[src/rtl/dmem_responder.sv]
// Data-memory responder: load/store requests served after a fixed LATENCY with
// per-byte write strobes and misalignment/range error reporting.
module dmem_responder #(
  parameter int unsigned DEPTH   = 64,
  parameter int unsigned LATENCY = 2
) (
  input  logic        clk,
  input  logic        reset,
  input  logic        req_valid,
  output logic        req_ready,
  input  logic        req_we,
  input  logic [31:0] req_addr,
  input  logic [31:0] req_wdata,
  input  logic [3:0]  req_wstrb,
  output logic        resp_valid,
  input  logic        resp_ready,
  output logic [31:0] resp_rdata,
  output logic        resp_err
);

  localparam int unsigned AW = (DEPTH > 1) ? $clog2(DEPTH) : 1;

  typedef enum logic [1:0] {IDLE, WAIT, RESP} state_e;

  state_e      state_q;
  logic [3:0]  cnt_q;
  logic        we_q;
  logic [31:0] addr_q;
  logic [31:0] wdata_q;
  logic [3:0]  wstrb_q;
  logic        req_ready_q;
  logic        resp_valid_q;
  logic        resp_err_q;
  logic [31:0] resp_rdata_q;
  logic [31:0] mem_q [DEPTH];

  logic          acc_we;
  logic [31:0]   acc_addr;
  logic [31:0]   acc_wdata;
  logic [3:0]    acc_wstrb;
  logic          acc_err;
  logic [AW-1:0] acc_idx;
  logic          commit;
  logic [31:0]   resp_rdata_d;

  // With LATENCY==1 the commit edge is the accept edge, so the access is
  // taken straight from the request inputs rather than the latched copy.
  always_comb begin
    if (state_q == IDLE) begin
      acc_we    = req_we;
      acc_addr  = req_addr;
      acc_wdata = req_wdata;
      acc_wstrb = req_wstrb;
    end else begin
      acc_we    = we_q;
      acc_addr  = addr_q;
      acc_wdata = wdata_q;
      acc_wstrb = wstrb_q;
    end
    acc_err = (acc_addr[1:0] != 2'b00) || ({2'b00, acc_addr[31:2]} >= 32'(DEPTH));
    acc_idx = acc_addr[AW+1:2];
    commit  = 1'b0;
    if (state_q == IDLE) begin
      commit = req_valid && (LATENCY == 1);
    end else if (state_q == WAIT) begin
      commit = (cnt_q == 4'd1);
    end
    resp_rdata_d = '0;
    if (!acc_we && !acc_err) begin
      resp_rdata_d = mem_q[acc_idx];
    end
  end

  always_ff @(posedge clk) begin
    if (reset && commit && acc_we && !acc_err) begin
      for (int unsigned b = 0; b < 4; b++) begin
        if (acc_wstrb[b]) begin
          mem_q[acc_idx][8*b +: 8] <= acc_wdata[8*b +: 8];
        end
      end
    end
  end

  always_ff @(posedge clk) begin
    if (!reset) begin
      state_q      <= IDLE;
      cnt_q        <= '0;
      we_q         <= 1'b0;
      addr_q       <= '0;
      wdata_q      <= '0;
      wstrb_q      <= '0;
      req_ready_q  <= 1'b1;
      resp_valid_q <= 1'b0;
      resp_rdata_q <= '0;
      resp_err_q   <= 1'b0;
    end else begin
      case (state_q)
        IDLE: begin
          if (req_valid) begin
            we_q        <= req_we;
            addr_q      <= req_addr;
            wdata_q     <= req_wdata;
            wstrb_q     <= req_wstrb;
            cnt_q       <= 4'(LATENCY - 1);
            req_ready_q <= 1'b0;
            if (LATENCY > 1) begin
              state_q <= WAIT;
            end else begin
              state_q      <= RESP;
              resp_valid_q <= 1'b1;
              resp_rdata_q <= resp_rdata_d;
              resp_err_q   <= acc_err;
            end
          end
        end
        WAIT: begin
          if (cnt_q == 4'd1) begin
            state_q      <= RESP;
            resp_valid_q <= 1'b1;
            resp_rdata_q <= resp_rdata_d;
            resp_err_q   <= acc_err;
          end else begin
            cnt_q <= cnt_q - 4'd1;
          end
        end
        RESP: begin
          if (resp_ready) begin
            state_q      <= IDLE;
            req_ready_q  <= 1'b1;
            resp_valid_q <= 1'b0;
            resp_rdata_q <= '0;
            resp_err_q   <= 1'b0;
          end
        end
        default: begin
          state_q      <= IDLE;
          req_ready_q  <= 1'b1;
          resp_valid_q <= 1'b0;
        end
      endcase
    end
  end

  assign req_ready  = req_ready_q;
  assign resp_valid = resp_valid_q;
  assign resp_rdata = resp_rdata_q;
  assign resp_err   = resp_err_q;

endmodule

[config.mk]
export PLATFORM = sky130hd
export DESIGN_NAME = dmem_responder
export DESIGN_NICKNAME = d
export VERILOG_FILES = /design/src/rtl/dmem_responder.sv
export SDC_FILE = /design/constraint.sdc
export NUM_CORES = 2
export LEC_CHECK = 0
export BUFFER_PORTS_ARGS = -buffer_cell sky130_fd_sc_hd__buf_2
export CORE_MARGIN = 3
export CORE_UTILIZATION = 45
export CTS_CLUSTER_SIZE = 25
export DETAILED_ROUTE_END_ITERATION = 8
export MAX_ROUTING_LAYER = met4
export PLACE_DENSITY_LB_ADDON = 0.15
export SYNTH_ARGS = -nofsm -noshare
export SYNTH_HDL_FRONTEND = slang
export SYNTH_SLANG_ARGS = --single-unit
[constraint.sdc]
create_clock -name clk -period 4.4 [get_ports clk]
set_input_delay 0.88 -clock clk [delete_from_list [all_inputs] [get_ports clk]]
set_output_delay 0.88 -clock clk [all_outputs]
set_load 0.05 [all_outputs]
Word level (Yosys, flattened, before mapping):

Memory sizes are Yosys's and may differ from the RTL's.
Cells that the tools add are included.

* bits in registers: 110
* RAM bits: 2048
* bits of input ports: 73
* output and inout bits: 35
* memories kept: 1

Memory list
* mem_q: words 64, bits a word 32, read ports 1, clocked after Yosys merged registers in 0, write ports 1, RTL line 35 `logic [31:0] mem_q [DEPTH];`

* add/sub/neg operators: 1
* $lt $le $gt $ge: 1
* equality and inequality tests: 7
* muxes and demuxes: 37
* bitwise logic cells: 2
* reductions and logical operators: 17

Operators by type and width (count)
* $mux W32: 5
* $pmux W32 S2: 1
* $ge A30 B7 Y1 const B: 1
* $mux W1: 20
* $reduce_and A3 Y1: 5
* $mux W4: 3
* $pmux W4 S2: 1
* $mux W2: 3
* $ne A2 B2 Y1 const B: 3
* $pmux W1 S3: 2
* $pmux W2 S3: 1
* $reduce_bool A2 Y1: 3
* $eq A4 B1 Y1 const B: 1
* $logic_and A1 B1 Y1: 4
* $sub A4 B1 Y4 const B: 1
* $eq A2 B1 Y1 const B: 1
* $eq A2 B2 Y1 const B: 1
* $logic_not A1 Y1: 2
* $logic_not A2 Y1: 1
* $ne A2 B1 Y1 const B: 1
* $not A1 Y1: 2
* $pmux W1 S2: 1
* $reduce_and A2 Y1: 1
* $logic_or A1 B1 Y1: 1

Logic depth before layout (Yosys ltp):

* depth in word-level cells: 9
* gate-level depth with buffers: 14
* gate-level depth less buffers: 9

Least setup slack after synthesis:

OpenSTA, ideal clock, no wires.

* path kind: input -> register
* start: input port req_addr[4]
* end: memory mem_q[20][0] (enable)
* library setup time: 0.383 ns
* arrival time: 3.331 ns
* data required time: 4.017 ns
* slack: 0.685 ns
* cell stages on the path: 10
* path buffers: 7
* cells stage by stage: buf_2 -> nor3b_1 -> a22oi_2 -> buf_6 -> buf_6 -> buf_6 -> buf_2 -> buf_2 -> buf_2 -> nor3_1

* word-level cells in the longest chain between the ends: 7

RTL lines
* start, declared: RTL line 12 `input logic [31:0] req_addr,`
* $mux W32 (*): RTL line 49 `if (state_q == IDLE) begin`
* $ge A30 B7 Y1: RTL line 60 `acc_err = (acc_addr[1:0] != 2'b00) || ({2'b00, acc_addr[31:2]} >= 32'(DEPTH));`
* $logic_or A1 B1 Y1: RTL line 60
* $logic_not A1 Y1: RTL line 75 `if (reset && commit && acc_we && !acc_err) begin`
* $logic_and A1 B1 Y1: RTL line 75
* $mux W1: RTL line 75
* $mux W1 (not written as such): RTL line 78 `mem_q[acc_idx][8*b +: 8] <= acc_wdata[8*b +: 8];`
* end, declared: RTL line 35

Every way passes the cells marked *; elsewhere a longest branch is shown, timed or not.

Worst setup path in the final report:

* start: register state_q[1]
* end: register resp_rdata_q[29], in the netlist resp_rdata[29]

* word-level cells in the longest chain between the ends: 9
* elaborated cells between the ends (all ways): 19

RTL lines
* start, declared: RTL line 25 `state_e state_q;`
* start signal, assigned: RTL line 86 `state_q <= IDLE;`
* start signal, assigned: RTL line 107 `state_q <= WAIT;`
* start signal, assigned: RTL line 109 `state_q <= RESP;`
* $logic_not A2 Y1: RTL line 49, 97
* $mux W32: RTL line 49
* $ge A30 B7 Y1 or $reduce_bool A2 Y1 (tied branches): RTL line 60
* $logic_or A1 B1 Y1: RTL line 60
* $logic_not A1 Y1: RTL line 69 `if (!acc_we && !acc_err) begin`
* $logic_and A1 B1 Y1: RTL line 69
* $mux W32: RTL line 69
* $mux W32: RTL line 117 `if (cnt_q == 4'd1) begin`
* $pmux W32 S2: RTL line 97 `case (state_q)`
* end signal, assigned: RTL line 111 `resp_rdata_q <= resp_rdata_d;`
* end signal, assigned: RTL line 120 `resp_rdata_q <= resp_rdata_d;`
* end, declared: RTL line 34 `logic [31:0] resp_rdata_q;`

Several ways; a longest one is shown, not always the timed one. The select of a mux whose other input is x is not followed.
A chain may end at the register's enable or synchronous reset.

==> impl_metrics.py <==
metrics = {
    "power": {
        "p_per_area_nw_per_um2": 476,
        "p_leak_nw": 32.6,
        "power_frac_comb_pct": 10.8,
        "p_switching_w": 0.0114,
        "clkPwrFrac_pct": 39.2,
        "total_power_w": 0.0461,
        "p_int_w": 0.0347,
        "pwr-share-seq_pct": 50.0,
        "p_sw_share_pct": 24.7,
        "ir_drop_v": 0.000386,
    },
    "floorplan": {
        "initial_core_util_pct": 45.4,
        "design.die.area_sq_um": 188000,
        "ioPinCount": 108,
        "fp-row-count": 156,
        "design.core.area_sq_um": 182000,
        "die_h_microns": 434,
        "die_width_microns": 434,
    },
    "job": {
        "drv_cap": 0,
    },
    "yosys": {
        "ys_ff_latch": 2158,
        "synth_edf_count": 2048,
        "muxShareOfSynthArea_pct": 2.06,
        "synth_xor_area_share_pct": 0.0212,
        "synth_compound_area_share_pct": 8.49,
        "synth_ff_type": "edfxtp_1",
        "synth_top_family_by_area": "simple AND/OR/NAND/NOR gates",
        "synth_top_cell_by_area": "edfxtp_1",
        "syn_avg_cell_area_sq_um": 14.7,
        "yosysSeqAreaShare_pct": 77.2,
        "synth_cells": 5630,
        "synth_area_leaders": "edfxtp_1 75%, nand2_1 4.4%, o22ai_1 3.5%",
        "netlist_area_sq_um": 82500,
        "synth.distinct_cells": 67,
        "syn-num-nets": 5705,
        "yosys.area.top_type_share_pct": 74.6,
        "ys_top_cells_by_count": "2048 x edfxtp_1, 977 x nand2_1, 460 x o22ai_1",
        "synth_fa_ha_area_share_pct": 0.0303,
        "ys_async_sr_fraction_pct": 0,
        "synth.most_common_cell": "edfxtp_1",
        "synth_warnings": 0,
        "yosys.area_share.simple_pct": 9.75,
    },
    "timing": {
        "rsz0062_at_grt": "false",
        "maxSlewHeadroom_pct": 13.7,
        "skew_ns": 0.0334,
        "tightest_slew_ns": 1.29,
        "finalCritPeriodShare_pct": 89.3,
        "finalHoldViolCount": 0,
        "setup_violations": 0,
        "setup_tns_ns": 0,
        "fmax_mhz": 255,
        "final.min_clock_period_ns": 3.93,
        "drv_slew": 0,
    },
    "routing": {
        "wl_microns": 262000,
        "avgViaCountPerCell": 6.15,
        "post-route-drc-count": 0,
        "routedWlPerCell_microns": 30.1,
        "num_vias": 53600,
        "dr.pass1.iters": 5,
        "final_antenna_net_count": 0,
        "first_iter_violations": 6427,
    },
    "setup_path": {
        "critPathLaunchType": "register",
        "arrival_ns": 4.71,
        "worstPathRequired_ns": 5.18,
        "reg2reg_from": "state_q[1]$_SDFFE_PN0P_",
        "crit_path_end_kind": "register",
        "cp_max_fo": 30,
        "crit_path_start": "state_q[1]$_SDFFE_PN0P_",
        "critPathKind": "reg -> reg",
    },
    "cts": {
        "cts_tree": "done",
        "path_clk_slew_ns": 0.06,
        "cts_buffers": 211,
        "cts_setup_buffers": 0,
        "htreeDepth": 4,
        "clock-sinks": 2158,
        "root_buffer": "clkbuf_16",
        "cts.hold.buffers_added": 0,
        "insertion_delay_ns": 0.85,
        "cts_resized": 0,
        "clockBufferDepth": 3,
    },
    "global_routing": {
        "grt_pass1_vias": 51800,
        "grt-ovfl-total": 0,
        "grt_max_degree": 73,
        "antenna_found_initial": 8,
        "grt.total_usage_pct": 28.5,
        "grt_pass1_wl_microns": 376000,
    },
    "placement": {
        "hpwl_microns": 165000,
        "gp_congestion": 0.875,
        "port_buffers": 107,
    },
    "final_layout": {
        "drive_gt1_share_pct": 17.5,
        "nNetsFinal": 6234,
        "syn_to_final_growth_pct": 17.3,
    },
    "status": {
        "outcome": "completed",
    },
    "worst_hold_path": {
        "hold_path.class": "in -> reg",
        "min_from": "req_wdata[14]",
    },
}
-- through the flow --
step	util (%)	setup WS [ns]	hold WS (ns)	cells	area, sq um
global route	53.3	0.413	0.266	8715	96800
detailed placement	49.5	0.236	0.448	8316	89800
CTS	53.3	0.577	0.234	8710	96800
floorplan	-	0.685	0.436	5630	82500
finish	53.3	0.473	0.294	8718	96800
global placement	49.5	0.245	0.443	8316	89800
-- placed cells by master (no fill, tap or decap), drive strengths merged, types with 12 or more instances in the layout --
cell	synthesis	routed
a21oi	213	213
a221oi	21	21
a22oi	12	12
a31oi	97	97
a32o	54	54
a32oi	67	67
and3	28	28
buf	287	716
bufinv	0	17
clkbuf	113	285
clkinv	0	84
dfxtp	110	110
edfxtp	2048	2048
inv	10	13
mux2i	165	165
nand2	977	977
nand3	205	205
nor2	203	203
nor3	279	279
nor4	90	90
o21ai	22	22
o221ai	24	24
o22ai	460	460
o31ai	25	25
or4	21	21
-- layout make-up --
cell class,count,area (sq um)
Antenna cell,8,20.0
Clock buffer,285,5890
Clock inverter,109,1020
Fill cell,14900,84800
Inverter,10,37.5
Multi-Input combinational cell,3062,17100
Sequential cell,2158,63700
Tap cell,2370,2970
Timing Repair Buffer,716,6060
-- registers in the layout, indices dropped and copies added (netlist names) --
name        cells
addr_q         32
wdata_q        32
state_q         2
cnt_q           4
mem_q        2048
resp_rdata     32
we_q            1
resp_valid      1
req_ready       1
wstrb_q         4
resp_err        1
-- cells by family (layout without fill, tap and decap cells) --
| kind of cell | count (synthesis) | after routing |
|---|---|---|
| simple gates | 1840 | 1840 |
| xor+xnor | 2 | 2 |
| flops | 2158 | 2158 |
| fa+ha+maj | 2 | 2 |
| compound gates | 1049 | 1049 |
| mux | 169 | 169 |
| buf+inv | 410 | 1120 |
| other cells | 0 | 8 |
-- worst max-delay path, stage by stage, from the launching register on --
cell,delay (ns)
dfxtp_1,0.56
buf_4,0.27
or3b_1,0.18
and2_4,0.61
buf_12,0.31
nand2_1,0.08
and3_1,0.17
nor4_1,0.88
o22ai_1,0.19
nor4_1,0.33
a32o_1,0.22
-- routing by layer --
layer	share of wire [%]	vias to the layer above	global-route usage, %
met5	0	-	-
met1	41	27500	38.8
li1	-	23000	-
met4	3.4	0	9.02
met3	8.8	479	4.79
met2	47	2708	43.9
-- power groups by stage --
stage / sequential [W] / clock, W / combinational [W]
2_1_floorplan: 0.0235 / 0 / 0.00248
3_3_place_gp: 0.0235 / 0 / 0.00490
3_5_place_dp: 0.0235 / 0 / 0.00493
4_1_cts: 0.0230 / 0.0182 / 0.00494
5_1_grt: 0.0230 / 0.0191 / 0.00522
6_report: 0.0230 / 0.0181 / 0.00497
-- path summary, 6_finish.rpt --
check	end	slack, ns	depth (start not counted)
worst max-delay path	resp_rdata[29]$_SDFFE_PN0P_	0.47	10
worst min-delay path	wdata_q[14]$_SDFFE_PN0P_	0.29	3
worst max register to register	resp_rdata[29]$_SDFFE_PN0P_	0.47	10
worst min register to register	addr_q[26]$_SDFFE_PN0P_	0.45	2
No activity file was read; power rests on OpenSTA's default activity.
